File: src/rtl/timer_pkg.sv
// Shared constants for the oven timer front end: FSM state encoding and BCD limits.
package timer_pkg;

  typedef enum logic [2:0] {
    ST_IDLE  = 3'd0,
    ST_ENTRY = 3'd1,
    ST_LOAD  = 3'd2,
    ST_RUN   = 3'd3,
    ST_PAUSE = 3'd4,
    ST_DONE  = 3'd5
  } state_e;

  localparam logic [3:0] BCD_MAX          = 4'd9;
  localparam int         MAX_TENS_DEFAULT = 5;

  function automatic logic is_digit(input logic [3:0] code);
    return code <= BCD_MAX;
  endfunction

endpackage

File: src/rtl/bcd_entry_reg.sv
// Three-digit BCD keypad buffer (min, tens-of-seconds, seconds) with microwave-style
// shift-in, synchronous clear and tens-digit legality check.
module bcd_entry_reg
  import timer_pkg::*;
#(
  parameter int MAX_TENS = MAX_TENS_DEFAULT
) (
  input  logic       clk,
  input  logic       clearn,
  input  logic       shift_i,
  input  logic       clear_i,
  input  logic [3:0] digit_i,
  output logic [3:0] min_o,
  output logic [3:0] st_o,
  output logic [3:0] so_o,
  output logic       nonzero_o,
  output logic       key_err_o
);

  logic [3:0] min_q, st_q, so_q;
  logic       err_q;
  logic       reject;

  // The seconds digit becomes the tens digit on a shift, so it must already be a legal tens value.
  assign reject = shift_i && (so_q > 4'(MAX_TENS));

  always_ff @(posedge clk or negedge clearn) begin
    if (!clearn) begin
      min_q <= '0;
      st_q  <= '0;
      so_q  <= '0;
      err_q <= 1'b0;
    end else begin
      err_q <= reject && !clear_i;
      if (clear_i) begin
        min_q <= '0;
        st_q  <= '0;
        so_q  <= '0;
      end else if (shift_i && !reject) begin
        min_q <= st_q;
        st_q  <= so_q;
        so_q  <= digit_i;
      end
    end
  end

  assign min_o     = min_q;
  assign st_o      = st_q;
  assign so_o      = so_q;
  assign nonzero_o = |{min_q, st_q, so_q};
  assign key_err_o = err_q;

endmodule

File: src/rtl/timer_entrada.sv
// Keypad-to-timer front end: digit entry, load/run/pause sequencing and done hold.
// Optional DOOR_INTERLOCK_EN adds door_open, which pauses RUN and blocks start.
//
//   state | meaning
//   IDLE  | buffer empty, waiting for digits
//   ENTRY | digits being keyed in
//   LOAD  | one-cycle load strobe to the timer
//   RUN   | timer counting, watching zero
//   PAUSE | counting halted, buffer kept
//   DONE  | done held for DONE_CYCLES cycles
module timer_entrada
  import timer_pkg::*;
#(
  parameter int DONE_CYCLES = 8,
  parameter int MAX_TENS    = MAX_TENS_DEFAULT
) (
  input  logic       clk,
  input  logic       clearn,
  input  logic [3:0] key_code,
  input  logic       key_valid,
  input  logic       start,
  input  logic       stop,
  input  logic       zero,
`ifdef DOOR_INTERLOCK_EN
  input  logic       door_open,
`endif
  output logic [3:0] data_min,
  output logic [3:0] data_st,
  output logic [3:0] data_so,
  output logic       load,
  output logic       enable,
  output logic       done,
  output logic       key_err
);

  localparam int CW = (DONE_CYCLES > 1) ? $clog2(DONE_CYCLES) : 1;

  state_e          state_q, state_d;
  logic [CW-1:0]   cnt_q, cnt_d;
  logic            load_q, enable_q, done_q;
  logic            shift, clear, nonzero;
  logic            door, start_ok;

`ifdef DOOR_INTERLOCK_EN
  assign door = door_open;
`else
  assign door = 1'b0;
`endif

  assign start_ok = start && !door;

  bcd_entry_reg #(.MAX_TENS(MAX_TENS)) u_entry (
    .clk       (clk),
    .clearn    (clearn),
    .shift_i   (shift),
    .clear_i   (clear),
    .digit_i   (key_code),
    .min_o     (data_min),
    .st_o      (data_st),
    .so_o      (data_so),
    .nonzero_o (nonzero),
    .key_err_o (key_err)
  );

  always_comb begin
    state_d = state_q;
    cnt_d   = cnt_q;
    shift   = 1'b0;
    clear   = 1'b0;
    case (state_q)
      ST_IDLE, ST_ENTRY: begin
        if (stop) begin
          if (state_q == ST_ENTRY) begin
            clear   = 1'b1;
            state_d = ST_IDLE;
          end
        end else if (start_ok) begin
          // A start always swallows a simultaneous digit, even when the buffer is empty.
          if (nonzero) state_d = ST_LOAD;
        end else if (key_valid && is_digit(key_code)) begin
          shift   = 1'b1;
          state_d = ST_ENTRY;
        end
      end
      ST_LOAD: state_d = ST_RUN;
      ST_RUN: begin
        if (zero) begin
          state_d = ST_DONE;
          cnt_d   = CW'(DONE_CYCLES - 1);
        end else if (stop || door) begin
          state_d = ST_PAUSE;
        end
      end
      ST_PAUSE: begin
        if (stop) begin
          clear   = 1'b1;
          state_d = ST_IDLE;
        end else if (start_ok) begin
          state_d = ST_RUN;
        end
      end
      ST_DONE: begin
        if (stop || cnt_q == '0) begin
          clear   = 1'b1;
          state_d = ST_IDLE;
        end else begin
          cnt_d = cnt_q - 1'b1;
        end
      end
      default: state_d = ST_IDLE;
    endcase
  end

  always_ff @(posedge clk or negedge clearn) begin
    if (!clearn) begin
      state_q  <= ST_IDLE;
      cnt_q    <= '0;
      load_q   <= 1'b0;
      enable_q <= 1'b0;
      done_q   <= 1'b0;
    end else begin
      state_q  <= state_d;
      cnt_q    <= cnt_d;
      load_q   <= (state_d == ST_LOAD);
      enable_q <= (state_d == ST_RUN);
      done_q   <= (state_d == ST_DONE);
    end
  end

  assign load   = load_q;
  assign enable = enable_q;
  assign done   = done_q;

endmodule

File: config.mk
export PLATFORM = sky130hd
export DESIGN_NAME = timer_entrada
export DESIGN_NICKNAME = d
export VERILOG_FILES = /design/src/rtl/timer_pkg.sv /design/src/rtl/bcd_entry_reg.sv /design/src/rtl/timer_entrada.sv
export SDC_FILE = /design/constraint.sdc
export NUM_CORES = 1
export LEC_CHECK = 0
export ABC_AREA = 1
export CELL_PAD_IN_SITES_DETAIL_PLACEMENT = 0
export CELL_PAD_IN_SITES_GLOBAL_PLACEMENT = 1
export CORE_MARGIN = 1
export CORE_UTILIZATION = 34
export CTS_BUF_LIST = sky130_fd_sc_hd__clkbuf_8
export DETAILED_ROUTE_END_ITERATION = 6
export MAX_ROUTING_LAYER = met4
export PLACE_DENSITY_LB_ADDON = 0.1
export SLEW_MARGIN = 0
export SYNTH_ARGS = -nofsm -noshare
export SYNTH_HDL_FRONTEND = slang
export SYNTH_HIERARCHICAL = 1
export SYNTH_SLANG_ARGS = --single-unit
File: constraint.sdc
create_clock -name clk -period 1.9 [get_ports clk]
set_clock_uncertainty 0.2 [all_clocks]
set_input_delay 0.19 -clock clk [delete_from_list [all_inputs] [get_ports clk]]
set_output_delay 0.19 -clock clk [all_outputs]
set_load 0.01 [all_outputs]
After elaboration in Yosys (flattened, before gate mapping)
Index checks and enable logic that the tools add are counted.

storage, ports and cells
  bits in registers = 22
  output and inout bits = 16
  word-level logic and storage cells = 65

cells by class
  $add $sub $neg = 1
  order comparisons = 2
  eq/ne operators = 10
  muxes and demuxes = 29
  reduce and logical (&&, ||, !) cells = 14

operator list
  cell                                                 count
  two-way mux 3 bit                                    12
  two-way mux 4 bit                                    6
  one-hot mux 3 bit (5 select lines)                   1
  equality test 3 x 2 -> 1 bit, second input constant  4
  OR reduction 12 bit                                  1
  equality test 3 bit, second input constant           3
  two-way mux 1 bit                                    8
  logical NOT 3 bit                                    2
  one-hot mux 3 bit (2 select lines)                   1
  > comparator 4 x 3 -> 1 bit, second input constant   1
  <= comparator 4 bit, second input constant           1
  logical AND 1 bit                                    4
  inequality test 2 bit, second input constant         2
  nonzero test 2 bit                                   2
  equality test 3 x 1 -> 1 bit, second input constant  1
  one-hot mux 1 bit (3 select lines)                   1
  AND reduction 3 bit                                  1
  subtractor 3 x 1 -> 3 bit, second input constant     1
  logical NOT 1 bit                                    2
  OR reduction 2 bit                                   1
  logical OR 1 bit                                     1

Longest topological paths before layout
Gate-level depths: netlist (run 1).

  depth after elaboration = 11
  gate-level depth with buffers = 11
  mapped depth without buffers = 10

By module
Netlist (run 1), hierarchy kept.

modules (own cells, without submodules)
  module         times used  cells an instance  area an instance (sq um)
  bcd_entry_reg  1           82                 684.4
  timer_entrada  1           71                 525.5

Least setup slack after synthesis (run 1)
No wires, ideal clock.

  path kind = reg-to-reg
  start point = register cnt_q[0]
  end point = register u_entry.min_q[3], in the netlist u_entry/min_o[3]
  library setup time = 116 ps
  arrival time = 1416 ps
  required time = 1584 ps
  setup slack = 167 ps
  cell stages (with the launch flop) = 12
  path buffers = 1
  clock period less this slack = 1733 ps
  cells stage by stage = dfrtp_1 > inv_1 > ha_1 > ha_1 > nor2_1 > nor2_1 > o21a_1 > buf_6 > inv_6 > nand2_1 > nand2_1 > nand2_1

between the ends
  word-level cells in the longest chain between the ends = 5
  elaborated cells between the ends (all ways) = 6
  those cells by class = 3 x mux; 3 x reduce/logical

ends and longest elaborated chain
  what                                                            RTL line              RTL
  from (decl)                                                     timer_entrada.sv:39   logic [CW-1:0] cnt_q, cnt_d;
  from (signal assigned)                                          timer_entrada.sv:123  cnt_q <= cnt_d;
  logical NOT 3 bit (*)                                           timer_entrada.sv:103  if (stop || cnt_q == '0) begin
  logical OR 1 bit (*)                                            timer_entrada.sv:103
  two-way mux 1 bit (*)                                           timer_entrada.sv:103
  one-hot mux 1 bit (3 select lines) (*)                          timer_entrada.sv:70   case (state_q)
  net clear                                                       timer_entrada.sv:41   logic shift, clear, nonzero;
  two-way mux 4 bit / nonzero test 2 bit (equally long branches)  n/a
  to (signal assigned)                                            bcd_entry_reg.sv:40   min_q <= st_q;
  to (decl)                                                       bcd_entry_reg.sv:20   logic [3:0] min_q, st_q, so_q;

The timed path passes the listed nets; every way through them passes the cells marked *.
A chain may end at the register's enable or synchronous reset.

Final worst setup path (run 1)
Same ends and word-level chain as after synthesis.

==> reports/results.md, run 1 <==
STA
• max-slew violation count: 0
• time the final worst path needs with I/O delays and setup: 1.76 ns
• hold slack final: 0.0805 ns
• Achievable Freq: 0.567 GHz
• Worst-Margin Slew: 0.282 ns
• tightest slew margin relative to the limit: 0.812
• final hold viol count: 0
• final setup violating endpoints: 0
• final worst path period share: 0.928
• unrepaired setup endpoints after global routing: no
• crit path setup slack, layout: 0.137 ns

Setup path
• critical-path maximum fanout: 9
• kind of end point of the critical path: flop
• cell-by-cell trace of the critical path: inv_1, ha_1, ha_1, nor2_1, nor2_1, o21a_4, inv_6, nand2_1, nand2_1, nand2_1
• type of element launching the critical path: flop
• startpoint of the most critical setup path: cnt_q[0]
• CP arrival: 1.72 ns
• most common cell type on the critical path: sky130_fd_sc_hd__nand2_1
• delay contributed by the slowest stage of the critical path: 0.35 ns
• worst setup path class: reg -> reg
• highest-delay cell along the critical path: sky130_fd_sc_hd__dfrtp_1
• required time of the worst setup path: 1.85 ns
• reg-to-reg critical path startpoint: cnt_q[0]

Synthesis
• Post-Syn Nets: 165
• number of standard cells after synthesis: 153
• area share of the largest cell type after synthesis: 0.455
• area leader, netlist: sky130_fd_sc_hd__dfrtp_1
• count of unique library cells instantiated by Yosys: 23
• sequential fraction of the synthesis area: 0.455
• Synthesis Warnings: 6
• ranking of synthesized cells by area: sky130_fd_sc_hd__dfrtp_1 (46%), sky130_fd_sc_hd__nand2_1 (14%), sky130_fd_sc_hd__nor2_1 (6.8%)
• average size of a mapped cell: 7.91 sq um
• number of synthesized register bits: 22
• Synth Cell Area: 1210 sq um

Outcome
• outcome: finished clean

Die
• effective utilization at floorplan: 0.360
• vertical die dimension: 61.7 um
• Die X-Extent: 61.7 um
• Die ar.: 3800 sq um
• area of the core: 3360 sq um
• std cell rows: 21
• I/O pin cnt: 26

Final layout
• most frequent standard cell in the layout excluding fill and tap cells: sky130_fd_sc_hd__nand2_1
• commonest non-fill, non-tap cells in the layout: sky130_fd_sc_hd__nand2_1 (46), sky130_fd_sc_hd__clkdlybuf4s50_1 (25), sky130_fd_sc_hd__dfrtp_1 (22), sky130_fd_sc_hd__nor2_1 (21), sky130_fd_sc_hd__inv_1 (18)
• fraction of final layout cells with drive strength greater than 1: 0.168
• Diodes inserted: 0
• # nets final: 198
• fill cell instance count of the final layout: 353
• Syn-to-layout area delta: 30.6%

GRT
• global route total overflow: 0
• number of antenna violations at the first check in global routing: 0
• maximum number of pins on one net before global-route repair: 23
• via count of the first global-routing pass: 915
• aggregate global-route resource usage: 0.157
• global-route wire length before repair: 4200 um

Clocking
• number of buffers inserted by hold repair at cts: 0
• library cell used as clock root buffer: sky130_fd_sc_hd__clkbuf_8
• maximum number of buffers from clock root to sink: 2
• Clock H-tree levels: 1
• clock net sink count: 22
• TritonCTS clock tree: yes
• Clock transition at path regs: 0.07 ns
• clock buffer count from CTS: 3
• clock latency on the worst-skew pair: 0.26 ns

Placement
• Final Wtd Congestion: 0.788
• pre-CTS setup slack: -0.0342 ns
• number of buffers added on ports: 25
• Post-DP HPWL: 2050 um

Detailed routing
• Avg WL per Cell: 11.4 um
• count of unresolved DRC violations after routing: 0
• Detailed Route Iter0 Violations: 53
• router iterations before antenna repair: 4
• Final ANT Viol Nets: 0
• vias per cell: 4.53
• total via count in the routed design: 1,041
• Routed Wire Length: 2630 um

Pwr
• total power: 1.95 mW
• VDD IR-drop max: 412 uV
• standby leakage power: 0.810 nW
• power density over the cells: 1230 nW/um^2

Min path
• type of the worst min-delay path: in -> async

Job
• max capacitance violation total: 0

==> metal layers <==
layer / global-route usage / vias to the layer above / wire length (um)
li1: - / 537 / -
met1: 0.226 / 475 / 1380
met2: 0.218 / 25 / 1120
met3: 0.0252 / 4 / 103
met4: 0.0571 / 0 / 29
met5: - / - / 0
==> per-stage QoR <==
| stage | utilization | instance area, sq um | setup TNS (ns) | cells |
|---|---|---|---|---|
| after floorplan | - | 1210 | 0 | 153 |
| after global placement | 0.451 | 1520 | -0.126 | 226 |
| after detailed placement | 0.451 | 1520 | -0.0713 | 226 |
| after CTS | 0.464 | 1560 | 0 | 229 |
| after global routing | 0.470 | 1580 | 0 | 230 |
| final | 0.470 | 1580 | 0 | 230 |
==> kinds of logic (layout without fill, tap and decap cells) <==
family | Yosys count | count (layout) | synth area share
compound gates | 7 | 7 | 0.0362
fa+ha+maj | 2 | 2 | 0.0207
buf+inv | 24 | 55 | 0.0982
flops | 22 | 22 | 0.455
simple gates | 98 | 98 | 0.390
==> report_power, final <==
part	internal (mW)	total, mW	leakage (nW)	switching [mW]
combinational	0.418	0.907	0.496	0.489
clock	0.141	0.281	0.0216	0.140
sequential	0.615	0.760	0.293	0.144
total	1.17	1.95	0.810	0.773
==> area by class of cell <==
cell class / instances / area (sq um) / area share
clock buffers: 3 / 41.3 / 0.0261
inverters: 22 / 87.6 / 0.0554
multi-input cells: 107 / 556 / 0.352
flip-flops and latches: 22 / 551 / 0.348
well taps: 46 / 57.6 / 0.0364
repair buffers: 30 / 288 / 0.182
==> path summary, 6_finish.rpt <==
kind	cells after the start	slack [ns]	to
setup / recovery	10	0.14	u_entry/min_o[3]
hold / removal	2	0.08	u_entry/min_o[1]
setup reg to reg	10	0.14	u_entry/min_o[3]
hold reg to reg	2	0.33	cnt_q[1]
max in group asynchronous	2	1.20	u_entry/so_o[1]
min in group clk	3	0.31	u_entry/so_o[0]
==> synthesized netlist by cell type <==
library cell	number
sky130_fd_sc_hd__inv_2	3
sky130_fd_sc_hd__o21a_1	1
sky130_fd_sc_hd__o211ai_1	1
sky130_fd_sc_hd__nand3_2	8
sky130_fd_sc_hd__ha_1	2
sky130_fd_sc_hd__nand2_2	2
sky130_fd_sc_hd__a21oi_1	1
sky130_fd_sc_hd__nor3_1	1
sky130_fd_sc_hd__nor3_2	1
sky130_fd_sc_hd__inv_6	1
sky130_fd_sc_hd__nand3_4	1
sky130_fd_sc_hd__dfrtp_1	22
sky130_fd_sc_hd__nand2_1	46
sky130_fd_sc_hd__buf_6	1
sky130_fd_sc_hd__nand4_1	1
sky130_fd_sc_hd__buf_12	1
sky130_fd_sc_hd__or2_2	1
sky130_fd_sc_hd__nand3_1	12
sky130_fd_sc_hd__o21ai_2	1
sky130_fd_sc_hd__nor2_1	22
sky130_fd_sc_hd__inv_1	18
sky130_fd_sc_hd__nor2_2	3
sky130_fd_sc_hd__o21ai_0	3
==> timing repair <==
| item | CTS | global route |
|---|---|---|
| resized for setup | 1 | 3 |
| setup buffers | 0 | 1 |
| endpoints found under the setup margin | 6 | 12 |
==> worst max-delay path, delay by kind of cell (launching register included) <==
kind / cells / cell delay [ns]
DFF: 1 / 0.35
buffers and inverters: 2 / 0.16
AOI/OAI and AO/OA: 1 / 0.17
and+or+nand+nor: 5 / 0.40
adders and majority gates: 2 / 0.37
==> sequential cells by signal (all words and copies together) (netlist names) <==
signal / cells
load: 1
enable: 1
done: 1
u_entry/st_o: 4
state_q: 3
u_entry/so_o: 4
u_entry/key_err_o: 1
cnt_q: 3
u_entry/min_o: 4
Power figures use the tool's default switching activity.
==> run 2: changes to the inputs <==
ABC_CLOCK_PERIOD_IN_PS = 1900   (was not set)
==> results of run 2 <==
No change in the layout: final DEF, timing and power equal those of run 1.
==> run 3: changes to the inputs <==
GPL_ROUTABILITY_DRIVEN = 0   (was not set)
==> results of run 3 <==
No change in the layout: final DEF, timing and power equal those of run 1.
